## src/rtl/input_queue.sv

```systemverilog
// Debounced push-button input queue: synchronizes the button and switches, pushes the switch word into a FIFO on each accepted press, and pops one word per CPU request.
// Latency: press accepted 2 sync cycles + DEBOUNCE_CYCLES after the edge; push is written one cycle later; pop data/valid appear the cycle after rd_req.
// Backpressure: none toward the button; a push into a full FIFO (without a simultaneous pop) is dropped and latches overflow; pop on empty is ignored.
// Optional: define INPUT_QUEUE_SIGN_EXT_EN to sign-extend the switch value instead of zero-extending it.
module input_queue #(
  parameter int DATA_WIDTH      = 16,
  parameter int IN_WIDTH        = 4,
  parameter int DEPTH_LOG2      = 3,
  parameter int DEBOUNCE_CYCLES = 100_000
) (
  input  logic                  clk,
  input  logic                  rst,
  input  logic                  btn_push,
  input  logic [IN_WIDTH-1:0]   sw,
  input  logic                  rd_req,
  output logic [DATA_WIDTH-1:0] rd_data,
  output logic                  rd_valid,
  output logic                  empty,
  output logic                  full,
  output logic [DEPTH_LOG2:0]   count,
  output logic                  overflow
);

  localparam int DEPTH = 1 << DEPTH_LOG2;
  localparam int CW    = (DEBOUNCE_CYCLES < 2) ? 1 : $clog2(DEBOUNCE_CYCLES);
  localparam logic [CW-1:0]         DB_LAST    = CW'(DEBOUNCE_CYCLES - 1);
  localparam logic [DEPTH_LOG2:0]   DEPTH_CNT  = (DEPTH_LOG2 + 1)'(DEPTH);
  localparam logic [DEPTH_LOG2:0]   CNT_ONE    = (DEPTH_LOG2 + 1)'(1);
  localparam logic [DEPTH_LOG2-1:0] PTR_ONE    = DEPTH_LOG2'(1);

  // Synchronizer stages for the button and the switch bank
  logic                btn_s1;
  logic                btn_s;
  logic [IN_WIDTH-1:0] sw_s1;
  logic [IN_WIDTH-1:0] sw_s;

  // Debouncer state
  logic          btn_db;
  logic          btn_db_q;
  logic [CW-1:0] db_cnt;

  // FIFO storage and pointers
  logic [DATA_WIDTH-1:0] mem [DEPTH];
  logic [DEPTH_LOG2-1:0] wr_ptr;
  logic [DEPTH_LOG2-1:0] rd_ptr;

  logic                  push;
  logic                  pop;
  logic                  push_acc;
  logic                  drop;
  logic [DEPTH_LOG2:0]   count_next;
  logic [DATA_WIDTH-1:0] push_data;

  // Double-flop the asynchronous button and switches into the clk domain
  always_ff @(posedge clk) begin
    if (rst) begin
      btn_s1 <= 1'b0;
      btn_s  <= 1'b0;
      sw_s1  <= '0;
      sw_s   <= '0;
    end else begin
      btn_s1 <= btn_push;
      btn_s  <= btn_s1;
      sw_s1  <= sw;
      sw_s   <= sw_s1;
    end
  end

  // Accept a level change only after DEBOUNCE_CYCLES consecutive differing samples
  always_ff @(posedge clk) begin
    if (rst) begin
      btn_db   <= 1'b0;
      btn_db_q <= 1'b0;
      db_cnt   <= '0;
    end else begin
      btn_db_q <= btn_db;
      if (btn_s == btn_db) begin
        db_cnt <= '0;
      end else if (db_cnt == DB_LAST) begin
        btn_db <= btn_s;
        db_cnt <= '0;
      end else begin
        db_cnt <= db_cnt + CW'(1);
      end
    end
  end

  // Push on the rising edge of the debounced level; pop only when something is stored
  always_comb begin
    push     = btn_db & ~btn_db_q;
    pop      = rd_req && (count != '0);
    push_acc = push && ((count != DEPTH_CNT) || pop);
    drop     = push && (count == DEPTH_CNT) && !pop;
`ifdef INPUT_QUEUE_SIGN_EXT_EN
    push_data = DATA_WIDTH'($signed(sw_s));
`else
    push_data = DATA_WIDTH'(sw_s);
`endif
    count_next = count;
    if (push_acc && !pop) begin
      count_next = count + CNT_ONE;
    end else if (pop && !push_acc) begin
      count_next = count - CNT_ONE;
    end
  end

  // Storage write; entries need no reset since the pointers define what is valid
  always_ff @(posedge clk) begin
    if (push_acc) begin
      mem[wr_ptr] <= push_data;
    end
  end

  // Pointers, occupancy, registered flags and pop output
  always_ff @(posedge clk) begin
    if (rst) begin
      wr_ptr   <= '0;
      rd_ptr   <= '0;
      count    <= '0;
      empty    <= 1'b1;
      full     <= 1'b0;
      overflow <= 1'b0;
      rd_valid <= 1'b0;
      rd_data  <= '0;
    end else begin
      if (push_acc) begin
        wr_ptr <= wr_ptr + PTR_ONE;
      end
      if (pop) begin
        rd_ptr  <= rd_ptr + PTR_ONE;
        rd_data <= mem[rd_ptr];
      end
      rd_valid <= pop;
      count    <= count_next;
      empty    <= (count_next == '0);
      full     <= (count_next == DEPTH_CNT);
      if (drop) begin
        overflow <= 1'b1;
      end
    end
  end

endmodule

```

## config.mk

```make
export PLATFORM = sky130hd
export DESIGN_NAME = input_queue
export DESIGN_NICKNAME = d
export VERILOG_FILES = /design/src/rtl/input_queue.sv
export SDC_FILE = /design/constraint.sdc
export NUM_CORES = 1
export LEC_CHECK = 0
export CORE_ASPECT_RATIO = 0.8
export CORE_MARGIN = 2
export CORE_UTILIZATION = 45
export CTS_CLUSTER_SIZE = 10
export DETAILED_ROUTE_END_ITERATION = 8
export DONT_BUFFER_PORTS = 1
export PLACE_DENSITY = 0.58
export SETUP_SLACK_MARGIN = 0.15
export SYNTH_ARGS = -nofsm -noshare
export SYNTH_HDL_FRONTEND = slang
export SYNTH_SLANG_ARGS = --single-unit
```

## constraint.sdc

```tcl
create_clock -name clk -period 2.6 [get_ports clk]
set_input_delay 0.52 -clock clk [delete_from_list [all_inputs] [get_ports clk]]
set_output_delay 0.52 -clock clk [all_outputs]
set_load 0.02 [all_outputs]
```

; ---- After elaboration in Yosys (flattened, before gate mapping)
; Memory sizes are Yosys's and may differ from the RTL's. A register that Yosys moved wholly into a read port is not among the register bits.
; Index checks and enable logic that the tools add are counted.
[totals]
ram_bits = 32
wordCells = 46
memories = 1
input_bits = 8
ff_bits = 59
[mem_list]
columns = name, words, width, read_ports, rd_clocked_by_memory_dff, write_ports, line
row1 = mem, 8, 4, 1, 1, 1, 43  ; logic [DATA_WIDTH-1:0] mem [DEPTH];
[op_classes]
n_bitwise = 3
reduce_logical = 13
eq_ne = 5
mux = 4
n_addsub = 5
[op_table]
columns = op, n
row1 = $add 17x1->17 const B, 1
row2 = $eq 17x17->1 const B, 1
row3 = $eq 4x4->1 const B, 2
row4 = $mux 4, 2
row5 = $add 3x1->3 const B, 2
row6 = $logic_and 1x1->1, 6
row7 = $add 4x1->4 const B, 1
row8 = $logic_not 4->1, 1
row9 = $ne 4x4->1 const B, 1
row10 = $reduce_bool 4->1, 1
row11 = $sub 4x1->4 const B, 1
row12 = $reduce_or 3->1, 1
row13 = $logic_not 1->1, 2
row14 = $mux 1, 2
row15 = $not 1->1, 2
row16 = $reduce_and 2->1, 1
row17 = $and 1x1->1, 1
row18 = $eq 1x1->1, 1
row19 = $logic_or 1x1->1, 1

; ---- Longest topological paths before layout
; Gate-level depths: netlist of the first run.
[logic_depth]
depth_word = 9
ltp_mapped = 8
mapped_depth_nobuf = 7

; ---- Least setup slack after synthesis of the first run
; OpenSTA, ideal clock, no wires.
[synth_timing]
path_type = register to register
startpoint = register count[0]
endpoint = memory mem[0][0] in the netlist's numbering (enable)
setup_slack_ps = 486
stages_incl_launch_ff = 6
period_less_slack_ps = 2114
path_buffers = 0
setup_ps = 361
arrival_ps = 1753
cell_sequence = dfxtp_1 -> inv_1 -> ha_1 -> nor4bb_1 -> or3_1 -> nor3_1
[synth_between]
elab_chain_cells = 6
[synth_rtl]
columns = item, line
row1 = start: declaration, 20  ; output logic [DEPTH_LOG2:0] count,
row2 = start signal: assignment, 134  ; count <= count_next;
row3 = $reduce_bool 4->1, 91  ; pop = rd_req && (count != '0);
row4 = $logic_and 1x1->1, 91
row5 = $logic_or 1x1->1 *, 92  ; push_acc = push && ((count != DEPTH_CNT) || pop);
row6 = $logic_and 1x1->1 *, 92
row7 = $mux 1 *, 109  ; if (push_acc) begin
row8 = $mux 1 (not written as such) *, 110  ; mem[wr_ptr] <= push_data;
row9 = end: declaration, 43
; Mark *: on every way between the ends. The rest lies on a longest branch, timed or not.

; ---- Worst setup path in the final report of the first run
[layout_timing]
startpoint = register count[0]
endpoint = memory mem[0][1] in the netlist's numbering (enable)
; The elaborated chain is that of the path after synthesis.

==> run_results.csv, run 1 <==
group,metric,value,unit
die,io_pins,32,
pwr,p_sw,0.0009076,W
synthesis,syn_inst,281,
critical_path,cp.required,2.60,ns
synthesis,ys_types,41,
route,finalWirelength,5.250,mm
final_layout,instances_no_fill,375,
timing,fmax,468.9,MHz
die,start_util,46.75,%
run_status,outcome,"finished clean",
final_layout,regArea,1902,sq um
clock_network,htree_levels,3,
route,met2WireLength,2.223,mm
pwr,p_leak,1.147,nW
timing,slew_viol_final,0,
hold_path,hold_depth,1,
synthesis,synth_commonest_cells,"nor2_1 (49), dfxtp_1 (47), edfxtp_1 (32)",
hold_path,whs_endpoint,"wr_ptr[2]",
global_routing,grt_pass1_vias,1758,
die,dieHeight,80.05,microns
synthesis,synth_area_per_cell,11.58,sq um
route,dr.pass1.iters,4,
critical_path,rr_worst_depth,5,
die,dieArea,7930,sq um
clock_network,root_buffer,"clkbuf_8",
hold_path,min-delay-start,"rst",
final_layout,syn2layout_area_growth,6.039,%
global_routing,grt_antenna_before_repair,0,
critical_path,endpoint_kind,"flip-flop",
route,drt-initial-drc-count,113,
final_layout,layout-drive-gt1-share,10.42,%
route,wl_met3,342,microns
final_layout,fillers,631,
flow_run,max-cap-violations,0,
timing,period_minus_slack,2.133,ns
route,avgViaCountPerCell,5.013,
clock_network,post_cts_resize_count,0,
clock_network,post_cts_buffers,0,
critical_path,reg2reg_to,"mem[0][1]",
route,antenna_left,0,
synthesis,synth_edf_count,32,
synthesis,synth_flop_cell,"dfxtp_1",
synthesis,ys_ff_latch,79,
die,core-area,6959,sq um
hold_path,min_path_type,"input port to flip-flop",
global_routing,grt.total_usage,14.75,%
synthesis,synth.area.top_cells,"edfxtp_1 (30%), dfxtp_1 (29%), nor2_1 (5.7%), mux4_2 (5.5%), xor2_1 (3.2%)",
timing,tns,0,ns
synthesis,synth_area,3253,sq um
pwr,ir_drop,0.2893,mV
pwr,power.density,844.3,nW/um^2
pwr,switching_share,31.16,%
clock_network,cts_hold_buf,0,
timing,fin_skew,0.007941,ns
pwr,p_clk_share,28.5,%
critical_path,reg2reg_slack,0.47,ns
critical_path,cp-start-kind,"flip-flop",
synthesis,post-synth-top-count-cell,"nor2_1",
timing,worst_slew_pin_slew,0.5990,ns
critical_path,r2r-start,"count[0]",
route,vias,1880,
place,gp_congestion,0.7347,
synthesis,yosys_warnings,0,
critical_path,crit_arrival,2.13,ns
clock_network,cts.sinks,79,
place,post-dp-hpwl,3.619,mm
clock_network,cts_buffers,9,
die,num_rows,27,
route,post_drt_wl_per_cell,14.00,microns
clock_network,clock_latency,0.35,ns
pwr,power.share.combinational,19.8,%
critical_path,crit_fanout,7,
die,dieWidth,99.06,microns
global_routing,grt_overflow,0,
final_layout,diodes,0,
global_routing,grt_pass1_wl,8.832,mm
synthesis,async_flop_share,0,%
critical_path,path_class,"flip-flop to flip-flop",
clock_network,cts_buffer_depth,2,
route,drc,0,
route,routedLengthMet1,2.604,mm
final_layout,multi_input_area,1214,sq um
clock_network,clk_pin_slew,0.09,ns
global_routing,grt_max_degree,32,
synthesis,synth_top_area_cell,"edfxtp_1",
clock_network,cts_tree,"done",
timing,finalSetupViolCount,0,
final_layout,fin_nets,296,
timing,relSlewSlack,60.01,%
timing,hold_viol_final,0,
timing,post-route-period-util,82.03,%
place,port_buffers,0,
pwr,p_seq_share,51.7,%
place,placedCellCount,359,
timing,rsz0062_at_grt,"false",
pwr,p_int,0.002005,W
synthesis,ys_seq_area_share,58.46,%
synthesis,yosysTopAreaCellShare,29.54,%
route,routed.top_layer,"met4",
metal layers:
metal	vias up	GRT usage (%)
li1	959	-
met1	858	19.89
met2	55	20.34
met3	8	7.137
met4	0	5.753
met5	-	0
registers in the layout, summed over array words and instances (netlist names):
register	count
wr_ptr	3
count	4
btn_s	1
sw_s1	4
btn_db_q	1
btn_s1	1
rd_data	4
sw_s	4
empty	1
overflow	1
btn_db	1
rd_valid	1
db_cnt	17
mem	32
rd_ptr	3
full	1
area by class of cell:
class	count	area share [%]
tap	87	3.156
inverter	6	0.6529
timing repair buffer	3	0.6529
sequential	79	55.13
clock inverter	7	1.632
multi-input combinational	184	35.18
clock buffer	9	3.591
cells by family (layout without fill, tap and decap cells):
kind of cell / count (synthesis) / after routing / share of synthesized area [%]
simple gates: 110 / 110 / 16.42
flops: 79 / 79 / 58.46
buf+inv: 29 / 25 / 5.500
xor+xnor: 21 / 21 / 5.654
compound gates: 20 / 20 / 3.923
mux: 16 / 16 / 8.000
fa+ha+maj: 5 / 5 / 1.923
other cells: 1 / 12 / 0.1153
per-stage QoR:
step | worst slack [ns] | area (sq um) | power [W] | hold WS (ns) | util [%]
2_1_floorplan | 0.4857 | 3294 | 0.002017 | 0.4138 | -
3_3_place_gp | 0.4823 | 3269 | 0.002113 | 0.4244 | 46.98
3_5_place_dp | 0.4773 | 3269 | 0.002116 | 0.4227 | 46.98
4_1_cts | 0.4599 | 3450 | 0.002950 | 0.2024 | 49.57
5_1_grt | 0.3113 | 3450 | 0.003086 | 0.2064 | 49.57
6_report | 0.4672 | 3450 | 0.002913 | 0.2277 | 49.57
cells in the final DEF (no fill, tap or decap), types with 5 or more instances in the layout:
cell	count
a21oi_1	8
clkbuf_8	9
conb_1	12
dfxtp_1	47
edfxtp_1	32
ha_1	5
inv_1	6
mux2i_1	8
mux4_2	8
nand2_1	14
nand3_1	6
nand4_1	5
nor2_1	49
nor2b_1	13
nor3_1	5
xnor2_1	9
xor2_1	12
power by group through the flow:
stage / logic [W] / clock network, W / registers (W)
2_1_floorplan: 0.000502 / 0 / 0.00151
3_3_place_gp: 0.000570 / 0 / 0.00154
3_5_place_dp: 0.000573 / 0 / 0.00154
4_1_cts: 0.000579 / 0.000858 / 0.00151
5_1_grt: 0.000639 / 0.000916 / 0.00153
6_report: 0.000576 / 0.000830 / 0.00151
worst max-delay path: stages, from the launching register on:
cell and delay [ns]:
dfxtp_1 0.34, inv_1 0.05, ha_1 0.26, nor4bb_1 0.20, or3_1 0.43, nor3_1 0.49
how the worst max path moves through the flow:
| stage | slack, ns | end | start | cells after the start |
|---|---|---|---|---|
| after global routing | 0.31 | mem[0][1] | count[0] | 5 |
| final | 0.47 | mem[0][1] | count[0] | 5 |
| after floorplan | 0.49 | mem[0][0] | count[0] | 5 |
| after CTS | 0.46 | mem[0][1] | count[0] | 5 |
| after detailed placement | 0.48 | mem[0][1] | count[2] | 3 |
| after global placement | 0.48 | mem[0][3] | count[0] | 5 |
No activity file was read; power rests on OpenSTA's default activity.
==> run 2, diff against run 1 <==
- clock period: 2.6 -> 2.1 ns (I/O delays scaled with it)
==> run_results.csv, run 2 (same netlist as run 1, synthesis figures left out) <==
group,metric,value,unit
final_layout,syn2layout_area_growth,10.12,%
final_layout,final_area,3582,sq um
route,antenna_left,0,
critical_path,reg2reg_slack,0.20,ns
pwr,p_int,0.002695,W
pwr,ir_drop,0.3705,mV
critical_path,crit_arrival,1.92,ns
clock_network,clk_pin_slew,0.08,ns
timing,fmax,527.3,MHz
timing,tns,0,ns
global_routing,grt_antenna_before_repair,0,
global_routing,grt.total_usage,15.16,%
clock_network,clock_latency,0.35,ns
clock_network,cts_hold_buf,0,
die,core-area,6959,sq um
critical_path,endpoint_kind,"flip-flop",
timing,period_minus_slack,1.896,ns
timing,rsz0062_at_grt,"true",
final_layout,instances_no_fill,385,
critical_path,path_class,"flip-flop to flip-flop",
flow_run,max-cap-violations,0,
critical_path,crit_fanout,5,
clock_network,cts_buffer_depth,2,
hold_path,whs_endpoint,"count[0]",
place,port_buffers,0,
critical_path,cp-start-kind,"flip-flop",
final_layout,fin_util,51.47,%
hold_path,hold_depth,1,
clock_network,root_buffer,"clkbuf_8",
route,post_drt_wl_per_cell,14.23,microns
final_layout,layout-drive-gt1-share,15.10,%
critical_path,r2r-start,"count[0]",
final_layout,reg_top3,"mem x32, db_cnt x17",
hold_path,min-delay-start,"rst",
pwr,power.share.combinational,22.0,%
final_layout,largest_reg_flops,32,
final_layout,largest-register,"mem",
timing,hold_viol_final,0,
global_routing,grt_overflow,0,
route,finalWirelength,5.480,mm
pwr,p_seq_share,47.7,%
global_routing,grt_max_degree,32,
global_routing,grt_pass1_wl,8.935,mm
critical_path,reg2reg_to,"mem[2][2]",
hold_path,min_path_type,"input port to flip-flop",
timing,fin_skew,0.007582,ns
critical_path,cp.required,2.12,ns
place,post-place-ws,0.2130,ns
pwr,p_leak,1.228,nW
critical_path,worstPathCellList,"inv_1, ha_1, nor4bb_1, buf_4, or3_1, nor2_1",
die,dieHeight,80.05,microns
clock_network,cts_buffers,9,
route,avgViaCountPerCell,5.016,
critical_path,crit_path_max_incr_delay,0.42,ns
die,io_pins,32,
die,start_util,46.75,%
route,drt-initial-drc-count,119,
die,dieWidth,99.06,microns
pwr,power.density,1055,nW/um^2
critical_path,crit_path_top_delay_cell,"or3_1",
die,num_rows,27,
timing,finalSetupViolCount,0,
final_layout,final_common_cell,"nor2_1",
pwr,p_sw,0.001084,W
critical_path,rr_worst_depth,6,
place,post-dp-hpwl,3.874,mm
pwr,switching_share,28.68,%
final_layout,layout_common_cells,"nor2_1 (47), dfxtp_1 (46), edfxtp_1 (32)",
place,placedCellCount,368,
die,dieArea,7930,sq um
timing,slew_viol_final,0,
clock_network,cts.sinks,79,
timing,final.setup.worst_slack,0.2036,ns
global_routing,grt_pass1_vias,1797,
clock_network,cts_tree,"done",
route,vias,1931,
route,drc,0,
place,gp_congestion,0.8185,
place,postPlaceCellArea,3348,sq um
pwr,p_clk_share,30.3,%
final_layout,diodes,0,
clock_network,htree_levels,3,
route,dr.pass1.iters,4,
final_layout,fin_nets,306,
timing,post-route-period-util,90.31,%
critical_path,worstSetupStartpoint,"count[0]",
run_status,outcome,"finished clean",
run 2: how the worst max path moves through the flow:
stage | endpoint | slack (ns) | depth (start not counted)
floorplan | mem[4][0] | 0.17 | 5
global placement | mem[0][3] | 0.21 | 6
detailed placement | mem[6][3] | 0.21 | 6
CTS | mem[6][3] | 0.20 | 6
global route | mem[0][3] | 0.09 | 6
finish | mem[2][2] | 0.20 | 6
run 2: per-stage QoR:
| stage | total power (W) | hold WS, ns |
|---|---|---|
| 4_1_cts | 0.003834 | 0.1070 |
| 3_3_place_gp | 0.002666 | 0.4202 |
| 2_1_floorplan | 0.002499 | 0.4138 |
| 5_1_grt | 0.003977 | 0.09346 |
| 3_5_place_dp | 0.002676 | 0.4204 |
| 6_report | 0.003779 | 0.1312 |
run 2: area by class of cell:
cell class | instances | area [sq um]
clock inverter | 3 | 21.27
multi-input combinational | 184 | 1237
fill | 611 | 3377
sequential | 79 | 1903
timing repair buffer | 13 | 97.59
inverter | 6 | 22.52
clock buffer | 13 | 191.4
tap | 87 | 108.9
run 2: timing repair:
action | CTS | global route
setup buffers | 0 | 1
gates resized for setup | 0 | 4
endpoints found under the hold margin | 0 | 0
endpoints found under the setup margin | 0 | 30
run 2: critical path, delay by kind of cell (launching register included):
kind,cells,cell delay (ns)
flops,1,0.33
simple gates,3,0.87
fa+ha+maj,1,0.19
buf+inv,2,0.18
run 2: power groups by stage:
stage	clock [W]	sequential [W]	combinational, W
after CTS	0.00119	0.00180	0.000840
after global routing	0.00124	0.00181	0.000920
after detailed placement	0	0.00184	0.000837
after floorplan	0	0.00188	0.000622
after global placement	0	0.00184	0.000826
final	0.00114	0.00180	0.000832
run 2: per-layer routing:
metal  share of wire [%]  up-vias  track usage [%]
met2                  40       52            20.20
li1                    -      981                -
met3                 6.3        7            6.701
met5                   0        -                0
met4                 1.3        0            5.753
met1                  52      891            21.49
